$ cat src/rtl/bm_pkg.sv
// Shared constants and types for the block-matching pipeline
// (block_min_select, block_popcount, xors_to_stream).
package bm_pkg;

  localparam int BLK_W    = 16;
  localparam int BLK_H    = 16;
  localparam int NUM_CAND = 64;

  localparam int COST_W = $clog2(BLK_W * BLK_H + 1);
  localparam int ROW_W  = $clog2(BLK_W + 1);

  typedef logic [COST_W-1:0]            cost_t;
  typedef logic [ROW_W-1:0]             row_cnt_t;
  typedef logic [BLK_H-1:0][BLK_W-1:0] xor_blk_t;

  localparam cost_t COST_MAX = {COST_W{1'b1}};

  // Clamp a cost difference to the largest value a conf_w-bit field can hold.
  function automatic cost_t sat_conf(input cost_t diff, input int conf_w);
    cost_t lim;
    if (conf_w >= COST_W) begin
      lim = COST_MAX;
    end else begin
      lim = cost_t'((32'd1 << conf_w) - 32'd1);
    end
    if (diff > lim) begin
      return lim;
    end else begin
      return diff;
    end
  endfunction

endpackage

$ cat src/rtl/block_min_select_if.sv
// Candidate input and result output bundle of block_min_select; the result
// side matches what xors_to_stream consumes.
interface block_min_select_if #(
  parameter int COORD_W = 8,
  parameter int CONF_W  = 8
);
  import bm_pkg::*;

  xor_blk_t            cand_xors;
  logic                cand_valid;
  logic                cand_first;
  logic                cand_last;
  xor_blk_t            xors_out;
  logic                xors_valid;
  logic [COORD_W-1:0]  min_coords;
  logic [CONF_W-1:0]   confidence;
  logic                protocol_err;

  modport master (
    output cand_xors, cand_valid, cand_first, cand_last,
    input  xors_out, xors_valid, min_coords, confidence, protocol_err
  );

  modport slave (
    input  cand_xors, cand_valid, cand_first, cand_last,
    output xors_out, xors_valid, min_coords, confidence, protocol_err
  );

endinterface

$ cat src/rtl/block_popcount.sv
// Two-stage pipelined popcount of one XOR block: stage 1 registers per-row
// counts, stage 2 registers their sum.
module block_popcount
  import bm_pkg::*;
(
  input  logic     clk_i,
  input  logic     reset_i,
  input  xor_blk_t blk_i,
  input  logic     valid_i,
  output cost_t    cost_o,
  output logic     valid_o
);

  row_cnt_t [BLK_H-1:0] row_cnt_d;
  row_cnt_t [BLK_H-1:0] row_cnt_q;
  cost_t                cost_d;
  cost_t                cost_q;
  logic                 s1_valid_q;
  logic                 s2_valid_q;

  // Per-row bit count of the incoming block.
  always_comb begin
    row_cnt_d = '0;
    for (int r = 0; r < BLK_H; r++) begin
      for (int c = 0; c < BLK_W; c++) begin
        row_cnt_d[r] = row_cnt_d[r] + row_cnt_t'(blk_i[r][c]);
      end
    end
  end

  // Sum of the registered row counts.
  always_comb begin
    cost_d = '0;
    for (int r = 0; r < BLK_H; r++) begin
      cost_d = cost_d + cost_t'(row_cnt_q[r]);
    end
  end

  // Stage registers and valid tracking.
  always_ff @(posedge clk_i) begin
    if (reset_i) begin
      row_cnt_q  <= '0;
      cost_q     <= '0;
      s1_valid_q <= 1'b0;
      s2_valid_q <= 1'b0;
    end else begin
      row_cnt_q  <= row_cnt_d;
      cost_q     <= cost_d;
      s1_valid_q <= valid_i;
      s2_valid_q <= s1_valid_q;
    end
  end

  assign cost_o  = cost_q;
  assign valid_o = s2_valid_q;

endmodule

$ cat src/rtl/block_min_select.sv
// Tracks the minimum and second-minimum Hamming cost over a disparity search
// and emits the winning XOR block, its index and a saturated confidence.
module block_min_select
  import bm_pkg::*;
#(
  parameter int COORD_W = 8,
  parameter int CONF_W  = 8
) (
  input logic               clk,
  input logic               reset,
  block_min_select_if.slave bus
);

  localparam int CNT_W = $clog2(NUM_CAND + 1);

  // Framing and index state
  logic               open_q, open_d;
  logic [CNT_W-1:0]   cnt_q, cnt_d;
  logic               acc_s, acc_first_s, acc_last_s, acc_upd_s, err_set_s;
  logic [COORD_W-1:0] acc_idx_s;

  // Sideband travelling alongside the popcount stages
  xor_blk_t           s1_xors_q, s2_xors_q;
  logic [COORD_W-1:0] s1_idx_q, s2_idx_q;
  logic               s1_first_q, s2_first_q;
  logic               s1_last_q, s2_last_q;
  logic               s1_upd_q, s2_upd_q;
  cost_t              s2_cost_s;
  logic               s2_valid_s;

  // S3 compare state and registered outputs
  cost_t              best_cost_q, best_cost_d;
  cost_t              second_cost_q, second_cost_d;
  xor_blk_t           best_xors_q, best_xors_d;
  logic [COORD_W-1:0] best_idx_q, best_idx_d;
  xor_blk_t           xors_out_q;
  logic               xors_valid_q;
  logic [COORD_W-1:0] min_coords_q;
  logic [CONF_W-1:0]  conf_q;
  logic               err_q;

  // Accept/drop decision and index assignment for the incoming candidate.
  always_comb begin
    open_d      = open_q;
    cnt_d       = cnt_q;
    acc_s       = 1'b0;
    acc_first_s = 1'b0;
    acc_last_s  = 1'b0;
    acc_upd_s   = 1'b0;
    acc_idx_s   = '0;
    err_set_s   = 1'b0;
    if (bus.cand_valid) begin
      if (bus.cand_first) begin
        acc_s       = 1'b1;
        acc_first_s = 1'b1;
        acc_upd_s   = 1'b1;
        acc_last_s  = bus.cand_last;
        err_set_s   = open_q;
        open_d      = ~bus.cand_last;
        cnt_d       = CNT_W'(1);
      end else if (!open_q) begin
        err_set_s = 1'b1;
      end else if (cnt_q == CNT_W'(NUM_CAND)) begin
        // Over-length: compare nothing more, but a closing candidate still
        // has to flush the result of the first NUM_CAND candidates.
        err_set_s = 1'b1;
        if (bus.cand_last) begin
          acc_s      = 1'b1;
          acc_last_s = 1'b1;
          open_d     = 1'b0;
        end else begin
          acc_s = 1'b0;
        end
      end else begin
        acc_s      = 1'b1;
        acc_upd_s  = 1'b1;
        acc_last_s = bus.cand_last;
        acc_idx_s  = COORD_W'(cnt_q);
        cnt_d      = cnt_q + CNT_W'(1);
        open_d     = ~bus.cand_last;
      end
    end else begin
      acc_s = 1'b0;
    end
  end

  block_popcount u_popcount (
    .clk_i   (clk),
    .reset_i (reset),
    .blk_i   (bus.cand_xors),
    .valid_i (acc_s),
    .cost_o  (s2_cost_s),
    .valid_o (s2_valid_s)
  );

  // Framing state and sideband pipeline registers.
  always_ff @(posedge clk) begin
    if (reset) begin
      open_q     <= 1'b0;
      cnt_q      <= '0;
      s1_xors_q  <= '0;
      s1_idx_q   <= '0;
      s1_first_q <= 1'b0;
      s1_last_q  <= 1'b0;
      s1_upd_q   <= 1'b0;
      s2_xors_q  <= '0;
      s2_idx_q   <= '0;
      s2_first_q <= 1'b0;
      s2_last_q  <= 1'b0;
      s2_upd_q   <= 1'b0;
    end else begin
      open_q     <= open_d;
      cnt_q      <= cnt_d;
      s1_xors_q  <= bus.cand_xors;
      s1_idx_q   <= acc_idx_s;
      s1_first_q <= acc_first_s;
      s1_last_q  <= acc_last_s;
      s1_upd_q   <= acc_upd_s;
      s2_xors_q  <= s1_xors_q;
      s2_idx_q   <= s1_idx_q;
      s2_first_q <= s1_first_q;
      s2_last_q  <= s1_last_q;
      s2_upd_q   <= s1_upd_q;
    end
  end

  // Min / second-min update; strict less-than keeps the lowest index on ties.
  always_comb begin
    best_cost_d   = best_cost_q;
    second_cost_d = second_cost_q;
    best_xors_d   = best_xors_q;
    best_idx_d    = best_idx_q;
    if (s2_valid_s && s2_upd_q) begin
      if (s2_first_q) begin
        best_cost_d   = s2_cost_s;
        second_cost_d = COST_MAX;
        best_xors_d   = s2_xors_q;
        best_idx_d    = s2_idx_q;
      end else if (s2_cost_s < best_cost_q) begin
        second_cost_d = best_cost_q;
        best_cost_d   = s2_cost_s;
        best_xors_d   = s2_xors_q;
        best_idx_d    = s2_idx_q;
      end else if (s2_cost_s < second_cost_q) begin
        second_cost_d = s2_cost_s;
      end else begin
        second_cost_d = second_cost_q;
      end
    end else begin
      best_cost_d = best_cost_q;
    end
  end

  // S3 state, result registers and sticky error flag.
  always_ff @(posedge clk) begin
    if (reset) begin
      best_cost_q   <= '0;
      second_cost_q <= '0;
      best_xors_q   <= '0;
      best_idx_q    <= '0;
      xors_out_q    <= '0;
      xors_valid_q  <= 1'b0;
      min_coords_q  <= '0;
      conf_q        <= '0;
      err_q         <= 1'b0;
    end else begin
      best_cost_q   <= best_cost_d;
      second_cost_q <= second_cost_d;
      best_xors_q   <= best_xors_d;
      best_idx_q    <= best_idx_d;
      err_q         <= err_q | err_set_s;
      xors_valid_q  <= s2_valid_s & s2_last_q;
      if (s2_valid_s && s2_last_q) begin
        xors_out_q   <= best_xors_d;
        min_coords_q <= best_idx_d;
        conf_q       <= CONF_W'(sat_conf(second_cost_d - best_cost_d, CONF_W));
      end
    end
  end

  assign bus.xors_out     = xors_out_q;
  assign bus.xors_valid   = xors_valid_q;
  assign bus.min_coords   = min_coords_q;
  assign bus.confidence   = conf_q;
  assign bus.protocol_err = err_q;

endmodule

$ cat src/flat_wrapper.sv
// flat-port wrapper written by rule: the top's interface ports become plain ports
module block_min_select_flat import bm_pkg::*;
#(
  parameter int COORD_W = 8,
  parameter int CONF_W  = 8
)
  (clk, reset, bus_cand_xors, bus_cand_valid, bus_cand_first, bus_cand_last, bus_xors_out, bus_xors_valid, bus_min_coords, bus_confidence, bus_protocol_err);
  block_min_select_if #(.COORD_W(COORD_W), .CONF_W(CONF_W)) bus_i ();
  input logic clk;
  input logic reset;
  input wire logic [$bits(bus_i.cand_xors)-1:0] bus_cand_xors;
  input wire logic [$bits(bus_i.cand_valid)-1:0] bus_cand_valid;
  input wire logic [$bits(bus_i.cand_first)-1:0] bus_cand_first;
  input wire logic [$bits(bus_i.cand_last)-1:0] bus_cand_last;
  output wire logic [$bits(bus_i.xors_out)-1:0] bus_xors_out;
  output wire logic [$bits(bus_i.xors_valid)-1:0] bus_xors_valid;
  output wire logic [$bits(bus_i.min_coords)-1:0] bus_min_coords;
  output wire logic [$bits(bus_i.confidence)-1:0] bus_confidence;
  output wire logic [$bits(bus_i.protocol_err)-1:0] bus_protocol_err;
  assign bus_i.cand_xors = bus_cand_xors;
  assign bus_i.cand_valid = bus_cand_valid;
  assign bus_i.cand_first = bus_cand_first;
  assign bus_i.cand_last = bus_cand_last;
  assign bus_xors_out = bus_i.xors_out;
  assign bus_xors_valid = bus_i.xors_valid;
  assign bus_min_coords = bus_i.min_coords;
  assign bus_confidence = bus_i.confidence;
  assign bus_protocol_err = bus_i.protocol_err;
  block_min_select #(.COORD_W(COORD_W), .CONF_W(CONF_W)) u_core (.clk(clk), .reset(reset), .bus(bus_i));
endmodule
$ cat config.mk
export PLATFORM = sky130hd
export DESIGN_NAME = block_min_select_flat
export DESIGN_NICKNAME = d
export VERILOG_FILES = /design/src/rtl/bm_pkg.sv /design/src/rtl/block_min_select_if.sv /design/src/rtl/block_popcount.sv /design/src/rtl/block_min_select.sv /design/src/flat_wrapper.sv
export SDC_FILE = /design/constraint.sdc
export NUM_CORES = 2
export LEC_CHECK = 0
export ABC_AREA = 1
export CORE_MARGIN = 4
export CORE_UTILIZATION = 55
export CTS_BUF_LIST = sky130_fd_sc_hd__clkbuf_8
export DETAILED_ROUTE_END_ITERATION = 7
export GPL_ROUTABILITY_DRIVEN = 0
export PLACE_DENSITY = 0.74
export SYNTH_ARGS = -nofsm -noshare
export SYNTH_HDL_FRONTEND = slang
export SYNTH_SLANG_ARGS = --single-unit
$ cat constraint.sdc
create_clock -name clk -period 8.65 [get_ports clk]
set_input_delay 1.2975 -clock clk [delete_from_list [all_inputs] [get_ports clk]]
set_output_delay 1.2975 -clock clk [all_outputs]
set_load 0.01 [all_outputs]
==> flow_metrics.py <==
metrics = {
    "clock_tree": {
        "cts_tree": "yes",
        "cts_setup_buffers": 0,
        "cts_sinks": 1187,
        "clk_pin_slew_worst_paths_ns": 0.06,
        "cts_buffer_depth": 3,
        "ctsHoldBuffers": 0,
        "cts-root-buf": "clkbuf_8",
        "cts_buffers": 186,
        "insertion_delay_ns": 0.84,
        "cts_resized": 0,
        "ctsHtreeMaxLevel": 4,
    },
    "floorplan": {
        "ioPinCount": 535,
        "chipWidth_um": 300,
        "dieArea_um2": 89900,
        "start_util_pct": 55.8,
        "placementRows": 106,
        "core_area_um2": 84000,
        "die_y_um": 300,
    },
    "synthesis": {
        "synthArstFlopShare_pct": 0,
        "synth.top_cells.by_count": "inv_1, dfxtp_1, nor2_1, nand2_1, o211ai_1",
        "syn_nets": 6149,
        "mappedNetlistArea_um2": 46800,
        "avgSynthCellArea_um2": 8.46,
        "synth_area_leader_cell": "dfxtp_1",
        "yosysMostFrequentCell": "inv_1",
        "synth_top_flop_cell": "dfxtp_1",
        "yosysTopAreaCellShare_pct": 50.7,
        "ys_ff_latch": 1187,
        "yosysWarningCount": 0,
        "synth_area_leaders": "dfxtp_1, inv_1, fa_1, nor2_1, nand2_1",
        "ys_seq_area_share_pct": 50.7,
        "synth.distinct_cells": 35,
        "synthCells": 5537,
        "synth_edf_count": 0,
    },
    "placed_design": {
        "place_inst": 6968,
        "portBuffers": 534,
        "dp_hpwl_mm": 72.7,
    },
    "timing": {
        "final.period_utilization_pct": 58.9,
        "fmax_mhz": 196,
        "fin_setup_tns_ns": 0,
        "min_period_ns": 5.09,
        "slew_headroom_pct": 20.5,
        "hold_viol_final": 0,
        "rsz0062_at_grt": "no",
        "finClkSkew_ns": 0.0360,
        "worst_slew_pin_slew_ns": 1.19,
        "maxSlewViolCount": 0,
        "setup-violations-final": 0,
        "holdWs_ns": 0.373,
    },
    "cells_and_area": {
        "area_delta_synth_final_pct": 20.6,
        "stdcell_count": 7321,
        "nets": 6634,
        "layout-drive-gt1-share_pct": 4.76,
        "fillers": 6848,
    },
    "pwr": {
        "p_leak_nw": 28.2,
        "vdd_ir_drop_max_mv": 1.29,
        "power.total_mw": 18.4,
        "p_per_area_nw_per_um2": 326,
    },
    "setup_path": {
        "start_kind": "register",
        "path_class": "reg -> reg",
        "cp-startpoint": "u_core.u_popcount.row_cnt_q[1]$_SDFF_PP0_",
        "crit_fanout": 3,
        "cp_data_required_time_ns": 9.35,
        "reg2reg_from": "u_core.u_popcount.row_cnt_q[1]$_SDFF_PP0_",
        "crit_path_end_kind": "register",
        "cp.arrival_ns": 5.79,
    },
    "routing": {
        "drt_iter0_markers": 1798,
        "wl_per_cell_um": 14.4,
        "vias": 33547,
        "via_per_inst": 4.58,
        "wl_mm": 105,
        "ant_nets": 0,
        "drc_errors": 0,
        "drt_first_pass_iters": 5,
    },
    "global_route": {
        "antenna_found_initial": 27,
        "grt_max_degree": 256,
        "grt_pass1_vias": 32844,
        "grt_pass1_wl_mm": 170,
        "grt-ovfl-total": 0,
        "track_usage_pct": 23.4,
    },
    "run": {
        "cap_violations": 0,
    },
    "hold_path": {
        "worstHoldPathType": "reg -> reg",
        "hold_start": "u_core.s1_xors_q[136]$_SDFF_PP0_",
    },
    "status": {
        "outcome": "completed",
    },
}
worst max-delay path, cell delays in order (launching register included):
cell     delay (ns)
dfxtp_1        0.32
fa_1           0.63
inv_1          0.10
fa_1           0.51
fa_1           0.46
fa_1           0.51
inv_1          0.05
fa_1           0.39
fa_1           0.54
ha_1           0.17
inv_1          0.06
fa_1           0.45
o31ai_1        0.37
nand2_1        0.09
nand2_1        0.07
a21oi_1        0.07
o21ai_0        0.14
a21oi_1        0.06
through the flow:
stage	setup slack [ns]	area (um2)	util [%]
5_1_grt	3.10	56500	67.3
6_report	3.56	56500	67.3
3_3_place_gp	3.62	52700	62.7
2_1_floorplan	3.83	46800	-
3_5_place_dp	3.55	52700	62.7
4_1_cts	3.54	56400	67.2
cell type report:
| type | count | area (um2) | area share, % |
|---|---|---|---|
| Antenna cell | 28 | 70.1 | 0.124 |
| Clock buffer | 231 | 3180 | 5.63 |
| Clock inverter | 94 | 561 | 0.993 |
| Inverter | 1452 | 5470 | 9.68 |
| Multi-Input combinational cell | 2646 | 16500 | 29.2 |
| Sequential cell | 1187 | 23800 | 42.1 |
| Tap cell | 1134 | 1420 | 2.51 |
| Timing Repair Buffer | 549 | 5510 | 9.76 |
cell families (layout without fill, tap and decap cells):
| logic type | count (synthesis) | count (layout) | share of synthesized area [%] |
|---|---|---|---|
| AOI/OAI and AO/OA | 737 | 737 | 9.46 |
| other | 0 | 28 | 0 |
| buffers and inverters | 1704 | 2326 | 14.1 |
| and+or+nand+nor | 1557 | 1557 | 12.7 |
| DFF | 1187 | 1187 | 50.7 |
| xor gates and xnor gates | 1 | 1 | 0.0187 |
| adders and majority gates | 351 | 351 | 13.0 |
layout by cell type, fill, tap and decap left out, types with 4 or more instances in the layout:
cell / Yosys / final
o21ai_1: 162 / 162
fa_1: 227 / 227
nor2_1: 899 / 899
nand3_1: 19 / 19
buf_4: 1 / 11
o21ai_0: 181 / 181
inv_1: 1450 / 1510
bufinv_16: 0 / 4
a21oi_1: 96 / 96
diode_2: 0 / 28
nand2_1: 610 / 610
nand4_1: 4 / 4
inv_6: 0 / 4
a21o_1: 18 / 18
a211oi_1: 8 / 8
clkdlybuf4s50_1: 0 / 533
clkbuf_8: 0 / 231
ha_1: 124 / 124
nor3_1: 13 / 13
clkinv_2: 0 / 18
clkinvlp_4: 0 / 4
or2_2: 4 / 4
dfxtp_1: 1187 / 1187
o211ai_1: 266 / 266
buf_12: 0 / 4
state kept, by name, indices dropped and copies added, names as in the netlist, 9 cells and up:
register	cells
u_core.best_xors_q	256
u_core.bus.xors_out	256
u_core.s1_xors_q	256
u_core.s2_xors_q	256
u_core.u_popcount.row_cnt_q	80
u_core.best_cost_q	9
u_core.second_cost_q	9
u_core.u_popcount.cost_o	9
layer usage:
layer | GRT usage (%) | vias up | wire length, um | part of all wire (%)
li1 | - | 17370 | - | -
met1 | 29.1 | 15263 | 44800 | 43
met2 | 38.5 | 706 | 50600 | 48
met3 | 5.88 | 206 | 5990 | 5.7
met4 | 11.3 | 2 | 3890 | 3.7
met5 | 0 | - | 9 | 0.0085
path summary, 6_finish.rpt:
path | end | cells past startpoint | slack (ns)
worst max-delay path | u_core.u_popcount.cost_o[8]$_SDFF_PP0_ | 17 | 3.56
worst min-delay path | u_core.s2_xors_q[136]$_SDFF_PP0_ | 2 | 0.37
worst max register to register | u_core.u_popcount.cost_o[8]$_SDFF_PP0_ | 17 | 3.56
worst min register to register | u_core.s2_xors_q[136]$_SDFF_PP0_ | 2 | 0.37
power breakdown:
part / leakage, nW / internal (mW) / switching, mW
Sequential: 9.70 / 5.82 / 0.129
Clock: 2.15 / 2.52 / 2.13
Combinational: 16.4 / 3.24 / 4.56
No activity file was read; power rests on OpenSTA's default activity.
